### src/rtl/unidade_de_busca.sv
// -----------------------------------------------------------------------------
// unidade_de_busca
//
// Instruction fetch unit sitting directly in front of the instruction memory.
// It owns the program counter, presents it to the memory as a word address and
// registers the returned instruction together with its PC for the decoder.
// Stall, branch/jump redirect, the hlt opcode and out-of-range fetches are
// handled here.
//
// Parameters:
//   PC_INICIAL    PC loaded at reset (program starts at word 1)
//   ENDERECO_MAX  highest valid instruction word index
//   OPCODE_HLT    opcode (instrucao[31:27]) that halts fetching
//
// Ports:
//   clock            in   single clock, rising edge
//   reset            in   asynchronous, active-low reset
//   instrucao        in   instruction word read combinationally at endereco
//   stall            in   hold request from downstream
//   desvio_valido    in   redirect request from execute
//   desvio_alvo      in   redirect target word address
//   endereco         out  current PC (memory word address)
//   instrucao_saida  out  fetch register: captured instruction
//   pc_saida         out  PC of instrucao_saida
//   valido           out  instrucao_saida is a live instruction
//   parado           out  unit is halted
//   erro             out  halt was caused by an out-of-range PC
// -----------------------------------------------------------------------------
module unidade_de_busca #(
    parameter logic [31:0] PC_INICIAL   = 32'd1,
    parameter logic [31:0] ENDERECO_MAX = 32'd20,
    parameter logic [4:0]  OPCODE_HLT   = 5'd18
) (
    input  logic        clock,
    input  logic        reset,
    input  logic [31:0] instrucao,
    input  logic        stall,
    input  logic        desvio_valido,
    input  logic [31:0] desvio_alvo,
    output logic [31:0] endereco,
    output logic [31:0] instrucao_saida,
    output logic [31:0] pc_saida,
    output logic        valido,
    output logic        parado,
    output logic        erro
);

    // INICIO gives the instruction memory its first edge to load the program
    // before anything is fetched.
    typedef enum logic [1:0] {
        INICIO,
        BUSCA,
        PARADO
    } estado_t;

    estado_t     estado_q, estado_d;
    logic [31:0] pc_q, pc_d;
    logic [31:0] instr_q, instr_d;
    logic [31:0] pcSaida_q, pcSaida_d;
    logic        valido_q, valido_d;
    logic        parado_q, parado_d;
    logic        erro_q, erro_d;

    // State and datapath registers; reset is asynchronous and active low.
    always_ff @(posedge clock or negedge reset) begin
        if (!reset) begin
            estado_q  <= INICIO;
            pc_q      <= PC_INICIAL;
            instr_q   <= 32'd0;
            pcSaida_q <= 32'd0;
            valido_q  <= 1'b0;
            parado_q  <= 1'b0;
            erro_q    <= 1'b0;
        end else begin
            estado_q  <= estado_d;
            pc_q      <= pc_d;
            instr_q   <= instr_d;
            pcSaida_q <= pcSaida_d;
            valido_q  <= valido_d;
            parado_q  <= parado_d;
            erro_q    <= erro_d;
        end
    end

    // Next-state logic. Everything holds by default; in BUSCA the redirect
    // outranks the stall, which outranks the range check, which outranks a
    // normal fetch.
    always_comb begin
        estado_d  = estado_q;
        pc_d      = pc_q;
        instr_d   = instr_q;
        pcSaida_d = pcSaida_q;
        valido_d  = valido_q;
        erro_d    = erro_q;

        case (estado_q)
            INICIO: begin
                estado_d = BUSCA;
            end

            BUSCA: begin
                if (desvio_valido) begin
                    // Squash: the word currently addressed is on the wrong path.
                    pc_d     = desvio_alvo;
                    valido_d = 1'b0;
                end else if (stall) begin
                    // Hold everything.
                end else if (pc_q > ENDERECO_MAX) begin
                    estado_d = PARADO;
                    erro_d   = 1'b1;
                    valido_d = 1'b0;
                end else begin
                    instr_d   = instrucao;
                    pcSaida_d = pc_q;
                    valido_d  = 1'b1;
                    if (instrucao[31:27] == OPCODE_HLT) begin
                        estado_d = PARADO;
                    end else begin
                        pc_d = pc_q + 32'd1;
                    end
                end
            end

            PARADO: begin
                // A late branch after a wrong-path hlt must be able to resume
                // fetch; while stalled, valido holds so the hlt is not lost.
                if (desvio_valido) begin
                    estado_d = BUSCA;
                    pc_d     = desvio_alvo;
                    erro_d   = 1'b0;
                    valido_d = 1'b0;
                end else if (!stall) begin
                    valido_d = 1'b0;
                end
            end

            default: begin
                estado_d = INICIO;
            end
        endcase
    end

    assign parado_d = (estado_d == PARADO);

    assign endereco        = pc_q;
    assign instrucao_saida = instr_q;
    assign pc_saida        = pcSaida_q;
    assign valido          = valido_q;
    assign parado          = parado_q;
    assign erro            = erro_q;

endmodule

### config.mk
export PLATFORM = sky130hd
export DESIGN_NAME = unidade_de_busca
export DESIGN_NICKNAME = d
export VERILOG_FILES = /design/src/rtl/unidade_de_busca.sv
export SDC_FILE = /design/constraint.sdc
export NUM_CORES = 1
export LEC_CHECK = 0
export ABC_CLOCK_PERIOD_IN_PS = 2400
export CORE_MARGIN = 3
export CORE_UTILIZATION = 39
export DETAILED_ROUTE_END_ITERATION = 10
export PLACE_DENSITY_LB_ADDON = 0.1
export REMOVE_ABC_BUFFERS = 1
export SLEW_MARGIN = 5
export SYNTH_ARGS = -nofsm -noshare
export SYNTH_HDL_FRONTEND = slang
export SYNTH_SLANG_ARGS = --single-unit
### constraint.sdc
create_clock -name clock -period 2.4 [get_ports clock]
set_clock_uncertainty 0.05 [all_clocks]
set_input_delay 0.24 -clock clock [delete_from_list [all_inputs] [get_ports clock]]
set_output_delay 0.24 -clock clock [all_outputs]
set_load 0.01 [all_outputs]
=== Word level (Yosys, flattened, before mapping) ===
Index checks and enable logic that the tools add are counted.

* $add $sub $neg: 1
* Order comparisons: 1
* Equal/unequal tests: 12
* Muxes and demuxes: 23
* Bitwise operators: 3
* Reductions and logical operators: 6

{| class="wikitable"
|+ Operators with widths
! kind !! number
|-
| $mux W32 || 5
|-
| $pmux W32 S2 || 1
|-
| $add A32 B1 Y32 const B || 1
|-
| $gt A32 B5 Y1 const B || 1
|-
| $ne A3 B3 Y1 const B || 4
|-
| $mux W2 || 5
|-
| $reduce_and A5 Y1 || 2
|-
| $mux W1 || 9
|-
| $ne A2 B2 Y1 const B || 4
|-
| $pmux W2 S3 || 1
|-
| $eq A5 B5 Y1 const B || 1
|-
| $eq A2 B2 Y1 const B || 2
|-
| $pmux W1 S2 || 2
|-
| $reduce_and A4 Y1 || 1
|-
| $not A1 Y1 || 3
|-
| $reduce_and A3 Y1 || 1
|-
| $eq A2 B1 Y1 const B || 1
|-
| $logic_not A2 Y1 || 1
|-
| $reduce_bool A2 Y1 || 1
|}

* Flip-flop bits (word level): 101
* Input port bits: 68
* Output and inout bits: 99
* Logic and storage cells: 53

=== Longest topological paths before layout ===
* Depth after elaboration: 7
* Gate-level depth with buffers: 9
* Mapped depth without buffers: 7

=== Worst setup path before layout ===
OpenSTA, ideal clock, no wires.

* Kind: register -> register
* From: register pc_q[30], in the netlist endereco[30]
* To: register pcSaida_q[4], in the netlist pc_saida[4]
* Library setup time: 128 ps
* Data arrival time: 2,132 ps
* Data required time: 2,222 ps
* Slack: 90 ps
* Cell stages (with the launch flop): 8
* Buffers on the path: 2
* Period minus slack after synthesis: 2,310 ps
* Cells stage by stage: dfrtp_1 or4_4 a2111oi_4 nand2_1 nor2_1 buf_6 buf_8 mux2_1

* Cells in the longest elaborated chain, start to end: 3

{| class="wikitable"
|+ RTL lines
! element !! line !! text
|-
| start, declared || 57 || <nowiki>logic [31:0] pc_q, pc_d;</nowiki>
|-
| start signal, assigned || 76 || <nowiki>pc_q <= pc_d;</nowiki>
|-
| $gt A32 B5 Y1 || 108 || <nowiki>end else if (pc_q > ENDERECO_MAX) begin</nowiki>
|-
| $not A1 Y1 (no line) || -- ||
|-
| $reduce_and A4 Y1 (no line) || -- ||
|-
| end signal, assigned || 78 || <nowiki>pcSaida_q <= pcSaida_d;</nowiki>
|-
| end, declared || 59 || <nowiki>logic [31:0] pcSaida_q, pcSaida_d;</nowiki>
|}

No other way between the ends.
A chain may end at the register's enable or synchronous reset.

=== Worst setup path in the final report ===
* From: register pc_q[30], in the netlist endereco[30]
* To: register instr_q[10], in the netlist instrucao_saida[10]

* Cells in the longest elaborated chain, start to end: 3

{| class="wikitable"
|+ RTL lines
! element !! line !! text
|-
| $gt A32 B5 Y1 || 108 ||
|-
| $not A1 Y1 (no line) || -- ||
|-
| $reduce_and A4 Y1 (no line) || -- ||
|-
| end signal, assigned || 77 || <nowiki>instr_q <= instr_d;</nowiki>
|-
| end, declared || 58 || <nowiki>logic [31:0] instr_q, instr_d;</nowiki>
|}

No other way between the ends.

==> impl_metrics.toml <==
[run_status]
status = "finished, final reports clean"

[power_and_ir_drop]
power_frac_seq = 0.444
p_int_uw = 3180
clkPwrFrac = 0.265
swShare = 0.296
leakagePower_uw = 0.00301
powerDensity_nw_per_um2 = 664
share_comb_of_total_power = 0.292
finalPower_uw = 4510
power.net_switching_uw = 1340
ir_drop_v = 0.000372

[drt]
vias_per_cell = 5.03
vias = 3594
antenna_left = 0
drtPass1Iterations = 4
wl_per_cell_um = 16.6
wl_um = 11900
drtIter0Drc = 213
drc = 0

[yosys]
ys_top_cells_by_area = "dfrtp_1 (60%), mux2_1 (9.9%), nor2b_1 (4.3%), a21oi_1 (3.3%), nand2_1 (2.9%)"
syn_inst = 365
synth_largest_area_cell = "dfrtp_1"
yosysTopAreaCellShare = 0.596
synth.distinct_cells = 38
syn-cell-area_um2 = 4200
yosys_register_bits = 101
yosysSeqAreaShare = 0.602
postSynthAreaPerCell_um2 = 11.5
yosysWarnings = 0

[sta]
setup_viol = 0
fmax_ghz = 0.426
rsz0062_at_grt = "true"
hold_viol = 0
timing.slew.headroom = 0.640
whs_ns = 0.379
post-route-period-util = 0.979
slew_viol_final = 0
tightestPinTransition_ns = 0.540
fin_crit_ns = 2.35

[placement]
gp_congestion = 0.826
placed_cells = 690
hpwl_um = 8360
dpl-instance-area_um2 = 6280
place.port_buffers = 166

[worst_setup_path]
crit_chain = "or4_4, a2111oi_4, nand2_1, nor2_4, buf_12, buf_12, mux2_1"
critPathMaxStageDelay_ns = 0.56
arrival_ns = 2.54
crit_start = "endereco[30]$_DFFE_PN0P_"
slowest_stage = "or4_4"
crit_top_cell = "buf_12"
crit_path_end_kind = "flop"
crit_fanout = 8
crit_required_ns = 2.59
cp-start-kind = "flop"
reg2reg_from = "endereco[30]$_DFFE_PN0P_"
path_class = "reg2reg"

[global_route]
overflow = 0
grt_pass1_vias = 3465
grt_pass1_wl_um = 17800
grt_util_met2 = 0.299
grt_max_degree = 102
grt.total_usage = 0.189
antenna_found_initial = 0
grt.busiest_layer = "met2"
gr-usage-met3 = 0.0593
met1_usage = 0.254

[floorplan]
core_area_um2 = 10400
die_x_um = 110
initial_core_util = 0.403
std_cell_rows = 37
die_h_um = 110
die-area_um2 = 12100
io_pins = 167

[final_layout]
fill_cells = 835
multiInputGateArea_um2 = 1670
antenna_cells = 0
post_route_cells_drive_above_1_share = 0.181
nets = 645
syn_to_final_growth_pct = 61.7
design_area_um2 = 6790
final_common_cell = "clkdlybuf4s50_1"
final_cell_mix = "clkdlybuf4s50_1 (165), dfrtp_1 (100), buf_4 (41), nand2_1 (32), mux2_4 (32)"
register_area_um2 = 2530
fin_cells = 715

[cts]
cts.sinks = 101
cts_tree = "done"
numCtsBuffers = 9
cts_max_level = 3
path_clk_slew_ns = 0.09
clock_latency_ns = 0.35
root_buffer = "clkbuf_8"
cts_buffer_depth = 2

[hold_path]
worstHoldStart = "desvio_alvo[6]"
min_path_type = "in2reg"

[run]
max_cap_viol_count = 0
## critical path, delay by kind of cell (launching register included)
| family | cells | cell delay, ns |
|---|---|---|
| simple gates | 3 | 0.84 |
| compound gates | 1 | 0.35 |
| buf+inv | 2 | 0.29 |
| mux | 1 | 0.32 |
| flops | 1 | 0.39 |
## cell type report
cell class | instances | area share
clock inverters | 5 | 0.0122
flip-flops and latches | 101 | 0.372
clock buffers | 10 | 0.0203
multi-input cells | 238 | 0.246
inverters | 8 | 0.00442
repair buffers | 217 | 0.320
well taps | 136 | 0.0251
## metrics by stage
stage / setup WS, ns / utilization / TNS (ns)
2_1_floorplan: -2.04 / - / -126.88
5_1_grt: -0.0930 / 0.652 / -2.81
3_5_place_dp: 0.00719 / 0.603 / 0
6_report: 0.0511 / 0.652 / 0
4_1_cts: 0.0516 / 0.626 / 0
3_3_place_gp: 0.0387 / 0.603 / 0
## logic make-up after synthesis
logic type / count (synthesis) / synth area share
and+or+nand+nor: 131 / 0.159
DFF: 101 / 0.602
AOI/OAI and AO/OA: 67 / 0.0965
muxes: 37 / 0.0992
buffers and inverters: 26 / 0.0352
adders and majority gates: 2 / 0.00596
xor gates and xnor gates: 1 / 0.00209
## power groups by stage
stage	logic [µW]	clock network [µW]	registers [µW]
global placement	1290	0	2020
CTS	1310	1220	2000
detailed placement	1300	0	2030
global route	1440	1310	2030
finish	1320	1190	2000
floorplan	351	0	2140
## sequential cells by signal, indices dropped and copies added, names as in the netlist
signal	count
pc_saida	32
endereco	32
erro	1
parado	1
estado_q	2
valido	1
instrucao_saida	32
## layer usage
| layer | up-vias | share of wire |
|---|---|---|
| li1 | 1698 | - |
| met1 | 1733 | 0.44 |
| met2 | 152 | 0.47 |
| met3 | 11 | 0.083 |
| met4 | 0 | 0.012 |
| met5 | - | 0 |
## final timing paths
path                                                         to  slack, ns  depth (start not counted)
max in group asynchronous               endereco[2]$_DFFE_PN0P_       1.46                          3
worst max-delay path            instrucao_saida[10]$_DFFE_PN0P_       0.05                          7
worst max register to register  instrucao_saida[10]$_DFFE_PN0P_       0.05                          7
worst min register to register               valido$_DFFE_PN0P_       0.44                          1
min in group asynchronous       instrucao_saida[12]$_DFFE_PN0P_       0.43                          3
worst min-delay path                    endereco[6]$_DFFE_PN0P_       0.38                          3
## repair_timing
item | in CTS | in global routing
gates cloned | 0 | 4
pin swaps | 0 | 4
hold buffers | 1 | 0
setup buffers | 0 | 5
setup endpoints to repair | 3 | 51
resized for setup | 2 | 35
endpoints found under the hold margin | 100 | 0
## cell usage after synthesis (all sizes together)
library cell    n
dfrtp         100
mux2           37
nand2          32
nor2b          29
a21oi          28
nor2           26
o21ai          15
nand3          14
buf            11
o22ai          11
inv             8
clkbuf          7
nor4            6
nand4           5
nor3            4
and3            3
and4            3
a22oi           2
a31oi           2
and2            2
ha              2
nand2b          2
o211ai          2
o32ai           2
or3             2
a2111oi         1
a21o            1
a22o            1
a2bb2oi         1
a31o            1
dfstp           1
nor3b           1
nor4b           1
or4             1
xor2            1
(Power assumes the default switching activity.)
